`config.mk`:
```
export PLATFORM = sky130hd
export DESIGN_NAME = os_block_framer
export DESIGN_NICKNAME = d
export VERILOG_FILES = /design/src/rtl/eq_pkg.sv /design/src/rtl/os_ring_buf.sv /design/src/rtl/os_block_framer.sv
export SDC_FILE = /design/constraint.sdc
export NUM_CORES = 2
export LEC_CHECK = 0
export BUFFER_PORTS_ARGS = -buffer_cell sky130_fd_sc_hd__buf_4
export CORE_AREA = 2 2 410 412
export DETAILED_ROUTE_END_ITERATION = 10
export DIE_AREA = 0 0 412 414
export SETUP_SLACK_MARGIN = 0.3
export SLEW_MARGIN = 20
export SYNTH_ARGS = -nofsm -noshare
export SYNTH_HDL_FRONTEND = slang
export SYNTH_SLANG_ARGS = --single-unit
```
`constraint.sdc`:
```
create_clock -name clk -period 37.2 [get_ports clk]
set_clock_uncertainty 0.1 [all_clocks]
set_input_delay 5.58 -clock clk [delete_from_list [all_inputs] [get_ports clk]]
set_output_delay 5.58 -clock clk [all_outputs]
set_load 0.005 [all_outputs]
```
`src/rtl/eq_pkg.sv`:
```
// Shared parameters and FSM encoding for the overlap-save framer
// that sits between the QPSK transmitter and the FFT.
package eq_pkg;
  localparam int DW_DEF      = 16;
  localparam int NFFT_DEF    = 32;
  localparam int OVERLAP_DEF = 16;
  localparam int HOP_DEF     = NFFT_DEF - OVERLAP_DEF;
  localparam int AW_DEF      = $clog2(NFFT_DEF);

  typedef enum logic {
    COLLECT = 1'b0,
    EMIT    = 1'b1
  } fr_state_e;
endpackage

```
`src/rtl/os_ring_buf.sv`:
```
// Frame ring: DEPTH x W register array with async clear, one write port
// and one combinational read port. DEPTH must be a power of two.
module os_ring_buf
  import eq_pkg::*;
#(
  parameter int W     = 2 * DW_DEF,
  parameter int DEPTH = NFFT_DEF,
  parameter int AW    = $clog2(DEPTH)
) (
  input  logic          clk,
  input  logic          rst_i,
  input  logic          we_i,
  input  logic [AW-1:0] waddr_i,
  input  logic [W-1:0]  wdata_i,
  input  logic [AW-1:0] raddr_i,
  output logic [W-1:0]  rdata_o
);

  logic [W-1:0] mem_q [DEPTH];

  always_ff @(posedge clk or posedge rst_i) begin
    if (rst_i) begin
      for (int k = 0; k < DEPTH; k++) mem_q[k] <= '0;
    end else if (we_i) begin
      mem_q[waddr_i] <= wdata_i;
    end
  end

  assign rdata_o = mem_q[raddr_i];

endmodule

```
`src/rtl/os_block_framer.sv`:
```
// Overlap-save framer: collects HOP new I/Q samples into the ring, then
// replays the whole NFFT-sample window oldest-first with start/last marks.
module os_block_framer
  import eq_pkg::*;
#(
  parameter int DW      = DW_DEF,
  parameter int NFFT    = NFFT_DEF,
  parameter int OVERLAP = OVERLAP_DEF
) (
  input  logic          clk,
  input  logic          reset,
  input  logic          in_valid,
  output logic          in_ready,
  input  logic [DW-1:0] in_I,
  input  logic [DW-1:0] in_Q,
  output logic          out_valid,
  input  logic          out_ready,
  output logic [DW-1:0] out_I,
  output logic [DW-1:0] out_Q,
  output logic          out_start,
  output logic          out_last,
  output logic [15:0]   frame_cnt
);

  localparam int HOP = NFFT - OVERLAP;
  localparam int AW  = $clog2(NFFT);

  fr_state_e     state_q, state_d;
  logic [AW-1:0] wr_ptr_q, wr_ptr_d;
  logic [AW-1:0] hop_cnt_q, hop_cnt_d;
  logic [AW-1:0] rd_cnt_q, rd_cnt_d;
  logic [15:0]   frame_cnt_q, frame_cnt_d;
  logic          in_ready_q, in_ready_d;
  logic          out_valid_q, out_valid_d;
  logic          out_start_q, out_start_d;
  logic          out_last_q, out_last_d;
  logic [DW-1:0] out_i_q, out_i_d;
  logic [DW-1:0] out_q_q, out_q_d;

  logic          accept;
  logic [AW-1:0] rd_addr;
  logic [2*DW-1:0] rd_data;

  assign accept = in_valid && in_ready_q;

  // Look one sample ahead so the output registers load the next window entry;
  // in COLLECT that is the oldest entry once the final hop sample is written.
  assign rd_addr = wr_ptr_q + ((state_q == COLLECT) ? AW'(1) : (rd_cnt_q + AW'(1)));

  os_ring_buf #(
    .W     (2 * DW),
    .DEPTH (NFFT),
    .AW    (AW)
  ) u_ring (
    .clk     (clk),
    .rst_i   (reset),
    .we_i    (accept),
    .waddr_i (wr_ptr_q),
    .wdata_i ({in_I, in_Q}),
    .raddr_i (rd_addr),
    .rdata_o (rd_data)
  );

  always_comb begin
    state_d     = state_q;
    wr_ptr_d    = wr_ptr_q;
    hop_cnt_d   = hop_cnt_q;
    rd_cnt_d    = rd_cnt_q;
    frame_cnt_d = frame_cnt_q;
    in_ready_d  = in_ready_q;
    out_valid_d = out_valid_q;
    out_start_d = out_start_q;
    out_last_d  = out_last_q;
    out_i_d     = out_i_q;
    out_q_d     = out_q_q;
    case (state_q)
      COLLECT: begin
        in_ready_d = 1'b1;
        if (accept) begin
          wr_ptr_d  = wr_ptr_q + AW'(1);
          hop_cnt_d = hop_cnt_q + AW'(1);
          if (hop_cnt_q == AW'(HOP - 1)) begin
            hop_cnt_d   = '0;
            rd_cnt_d    = '0;
            state_d     = EMIT;
            in_ready_d  = 1'b0;
            out_valid_d = 1'b1;
            out_start_d = 1'b1;
            out_last_d  = 1'b0;
            {out_i_d, out_q_d} = rd_data;
          end
        end
      end
      EMIT: begin
        in_ready_d = 1'b0;
        if (out_valid_q && out_ready) begin
          if (rd_cnt_q == AW'(NFFT - 1)) begin
            state_d     = COLLECT;
            in_ready_d  = 1'b1;
            out_valid_d = 1'b0;
            out_start_d = 1'b0;
            out_last_d  = 1'b0;
            out_i_d     = '0;
            out_q_d     = '0;
            frame_cnt_d = frame_cnt_q + 16'd1;
          end else begin
            rd_cnt_d    = rd_cnt_q + AW'(1);
            out_start_d = 1'b0;
            out_last_d  = (rd_cnt_q == AW'(NFFT - 2));
            {out_i_d, out_q_d} = rd_data;
          end
        end
      end
      default: state_d = COLLECT;
    endcase
  end

  always_ff @(posedge clk or posedge reset) begin
    if (reset) begin
      state_q     <= COLLECT;
      wr_ptr_q    <= '0;
      hop_cnt_q   <= '0;
      rd_cnt_q    <= '0;
      frame_cnt_q <= '0;
      in_ready_q  <= 1'b0;
      out_valid_q <= 1'b0;
      out_start_q <= 1'b0;
      out_last_q  <= 1'b0;
      out_i_q     <= '0;
      out_q_q     <= '0;
    end else begin
      state_q     <= state_d;
      wr_ptr_q    <= wr_ptr_d;
      hop_cnt_q   <= hop_cnt_d;
      rd_cnt_q    <= rd_cnt_d;
      frame_cnt_q <= frame_cnt_d;
      in_ready_q  <= in_ready_d;
      out_valid_q <= out_valid_d;
      out_start_q <= out_start_d;
      out_last_q  <= out_last_d;
      out_i_q     <= out_i_d;
      out_q_q     <= out_q_d;
    end
  end

  assign in_ready  = in_ready_q;
  assign out_valid = out_valid_q;
  assign out_start = out_start_q;
  assign out_last  = out_last_q;
  assign out_I     = out_i_q;
  assign out_Q     = out_q_q;
  assign frame_cnt = frame_cnt_q;

endmodule

```
==> summary by stage <==
STA
The worst pin sits at a relative slew slack of 26.84%. The worst path uses 24.63% of the clock period. The total count of max-transition violations in the final report is 0.

For the pin with the worst max-slew slack, the measured transition is 1.095 ns. The post-route minimum period is 9.161 ns. The timing-limited maximum frequency is 109.2 MHz. The number of hold violations in the final report is 0. Setup violations remaining at the end of the flow were counted as 0. Setup repair after global routing left no endpoint under its margin. Adding up every negative setup slack in the final design gives 0 ns.

Route
The routed wirelength normalized by instance count is 23.22 µm. The via count of the routed design is 28400. The pre-antenna-repair detailed-routing pass consisted of 7 iterations.

The residual antenna-violating net count after detailed routing is 0. After detailed routing, the total wire length is 130.6 mm. The via-per-instance ratio is 5.049. The detailed router's first-iteration violation count is 2246.

The total DRC errors in the routed layout is 0.

Synth
The synthesized design contains 0 enable-type register cells. The async set-or-reset flop fraction in the synthesized netlist is 100.0%. In this run the mean area of a mapped cell was 14.70 µm². Counting every net in the synthesized netlist gives 3426.

The share of the Yosys chip area taken by registers is 55.06%. Synthesis instantiated 49 different standard cells from the library. The mapped netlist covers 49630 µm².

For this run, the leading register cell type out of synthesis is dfrtp_1. For this run, the number of Yosys warnings is 0. The synthesized instance count is 3376. The flop and latch count out of synthesis is 1092.

Clock tree
The clock net in this run drives a total of 1092 sinks. The CTS clock-pin slew for the worst setup and hold paths is 0.06 ns. TritonCTS built the clock tree. Clock tree synthesis inserted a total of 113 buffers. Once the clock tree was built, the resizer swapped 0 gates to a different size. The maximum number of buffers from clock root to sink is 3.

Hold repair after CTS inserted 0 buffers. The cell at the root of the clock tree is clkbuf_16. For the worst-skew pair, the clock arrives at the later sink with an insertion delay of 0.73 ns. The number of H-tree levels is 3. Post-CTS timing repair inserted 0 buffers for setup.

Global routing
The total grt overflow is 0. The initial antenna violation count came to 4. Global routing used 15.35% of the available tracks across all layers.

Entering global routing, the biggest net connects 163 pins. The first global-routing pass estimated 198.7 mm of wire. The number of global-route vias before repair is 29910.

Critical path
The startpoint identified for the worst register-to-register timing path is rd_cnt_q[0]$_DFFE_PP0P_. The peak fanout along the critical path is 162. The critical path is of the input pin to asynchronous set/reset pin type.

The kind of start point of the critical path is an input pin. The logic depth of the worst register-to-register path is 11. STA puts the critical path data arrival time at 9.76 ns. The endpoint identified for the worst register-to-register timing path is out_Q[8]$_DFFE_PP0P_. In this run the worst setup path terminates at u_ring.mem_q[38]$_DFFE_PP0P_. In this run the worst setup path begins at reset. The capturing element type of the critical path is an asynchronous set/reset pin.

For the worst setup path, the data required time is 37.80 ns. Setup slack on the worst reg-to-reg path comes out at 31.47 ns.

Cells and area
The library cells used most frequently in the layout, excluding fill and tap cells, are dfrtp_1, mux2_2, nand2_1. The share of layout cells above drive strength 1 is 49.28%. The number of nets in the final layout is 3381. The repair_antennas step left the layout with diodes totalling 0. The library cell used most frequently in the layout, excluding fill and tap cells, is dfrtp_1.

The sequential cell area in the final layout is 27330 µm². After the flow finishes, the layout carries non-filler instances totaling 5625. Summing all multi-input logic gate instances after layout gives 21130 µm². The layout has 16230 filler cells. The layout overhead on the synthesized area is 13.36%.

Place
The congestion estimate from routability-driven global placement came to 0.7166. Counting tap cells, the placed design contains a total of 5418 instances. The post-detailed-placement half-perimeter wirelength is 70.39 mm.

The total of buffers placed on input and output ports is 87.

Floorplan
The effective utilization at floorplan is 29.85%. Pin placement for this block handled 88 I/O pins. The placeable core area is 166300 µm². The die covers 170600 µm². The die outline height is 414 µm. Measured along the x axis, the die boundary spans 412 µm. The standard-cell row count is 150.

Pwr
The total power density per cell area is 95.81 nW/µm². For this design the static power due to leakage is 25.40 nW. The worst voltage drop across the vdd grid is 176.5 µV.

Flow run
The tool flagged a number of max-cap violations equal to 0.

Run status
The run finished with clean final reports.

Worst hold path
The worst hold path belongs to the class register to register. Counting instances, the worst hold path has a depth of 1.
[cells by family after synthesis]
logic type | synth area share [%]
DFF | 55.06
muxes | 34.97
xor gates and xnor gates | 0.4588
and+or+nand+nor | 3.766
adders and majority gates | 0.3681
AOI/OAI and AO/OA | 2.574
buffers and inverters | 2.806
[sequential cells by signal, indices dropped and copies added (netlist names), 5 cells and up]
name and flops:
wr_ptr_q 5, out_I 16, frame_cnt 16, rd_cnt_q 5
u_ring.mem_q 1024, out_Q 16, hop_cnt_q 5
[area by class of cell]
type / count / area share (%)
inverters: 7 / 0.06005
repair buffers: 148 / 2.177
clock inverters: 40 / 0.8206
well taps: 2204 / 4.901
flip-flops and latches: 1092 / 48.57
multi-input cells: 1969 / 37.56
clock buffers: 165 / 5.911
[metrics by stage]
| step | cell area, µm² | setup slack [ns] | utilization (%) | power [W] | hold WS (ns) |
|---|---|---|---|---|---|
| global route | 56260 | 27.31 | 33.83 | 0.005711 | 0.4049 |
| floorplan | 49630 | 0.7755 | - | 0.003618 | 0.3484 |
| CTS | 56200 | 27.81 | 33.80 | 0.005460 | 0.3894 |
| finish | 56260 | 28.04 | 33.83 | 0.005390 | 0.3872 |
| global placement | 52390 | 27.11 | 31.50 | 0.004237 | 0.3641 |
| detailed placement | 52420 | 27.03 | 31.52 | 0.004288 | 0.3746 |
[cell usage after synthesis (2+ instances only)]
cell	number	area [µm²]
dfrtp_1	1092	27330
mux2_2	1025	11540
nand2_1	385	1445
mux4_2	256	5766
clkbuf_1	147	551.8
a21oi_1	125	625.6
buf_2	84	420.4
buf_1	57	214.0
o221ai_2	30	450.4
nor2_1	23	86.33
xnor2_1	19	166.4
ha_1	13	162.7
buf_4	12	90.09
nand3_1	11	55.05
o21ai_0	9	45.04
buf_6	8	90.09
and3_1	7	43.79
inv_1	7	26.28
xor2_1	7	61.31
nand4_1	6	37.54
a21o_1	5	37.54
and2_1	5	31.28
nor3_1	4	20.02
o21a_1	4	30.03
a211oi_1	3	22.52
and4_1	3	26.28
nand2b_1	3	18.77
nor3b_1	3	22.52
a22o_1	2	17.52
nand3b_1	2	15.01
[worst max-delay path: stages]
cell and delay (ns):
buf_4 0.13, inv_8 0.43, buf_12 0.73, buf_12 0.63
buf_4 0.88, buf_4 0.88
[per-layer routing]
metal	vias up	share of wire (%)	track usage (%)
li1	12140	-	-
met1	15580	45	21.28
met2	515	48	24.53
met3	169	4.8	3.187
met4	2	2.1	3.730
met5	-	0.0084	0
[how the worst min path moves through the flow]
stage	start	endpoint	slack, ns
global route	frame_cnt[15]$_DFFE_PP0P_	frame_cnt[15]$_DFFE_PP0P_	0.40
detailed placement	hop_cnt_q[4]$_DFFE_PP0P_	hop_cnt_q[4]$_DFFE_PP0P_	0.37
CTS	hop_cnt_q[4]$_DFFE_PP0P_	hop_cnt_q[4]$_DFFE_PP0P_	0.39
finish	hop_cnt_q[4]$_DFFE_PP0P_	hop_cnt_q[4]$_DFFE_PP0P_	0.39
floorplan	hop_cnt_q[4]$_DFFE_PP0P_	hop_cnt_q[4]$_DFFE_PP0P_	0.35
global placement	frame_cnt[15]$_DFFE_PP0P_	frame_cnt[15]$_DFFE_PP0P_	0.36
[power breakdown]
group | internal [W] | switching (W) | leakage [nW]
Sequential | 0.00161 | 0.000216 | 14.4
Clock | 0.000673 | 0.000485 | 1.88
Combinational | 0.00112 | 0.00128 | 9.14
Power figures use the tool's default switching activity.
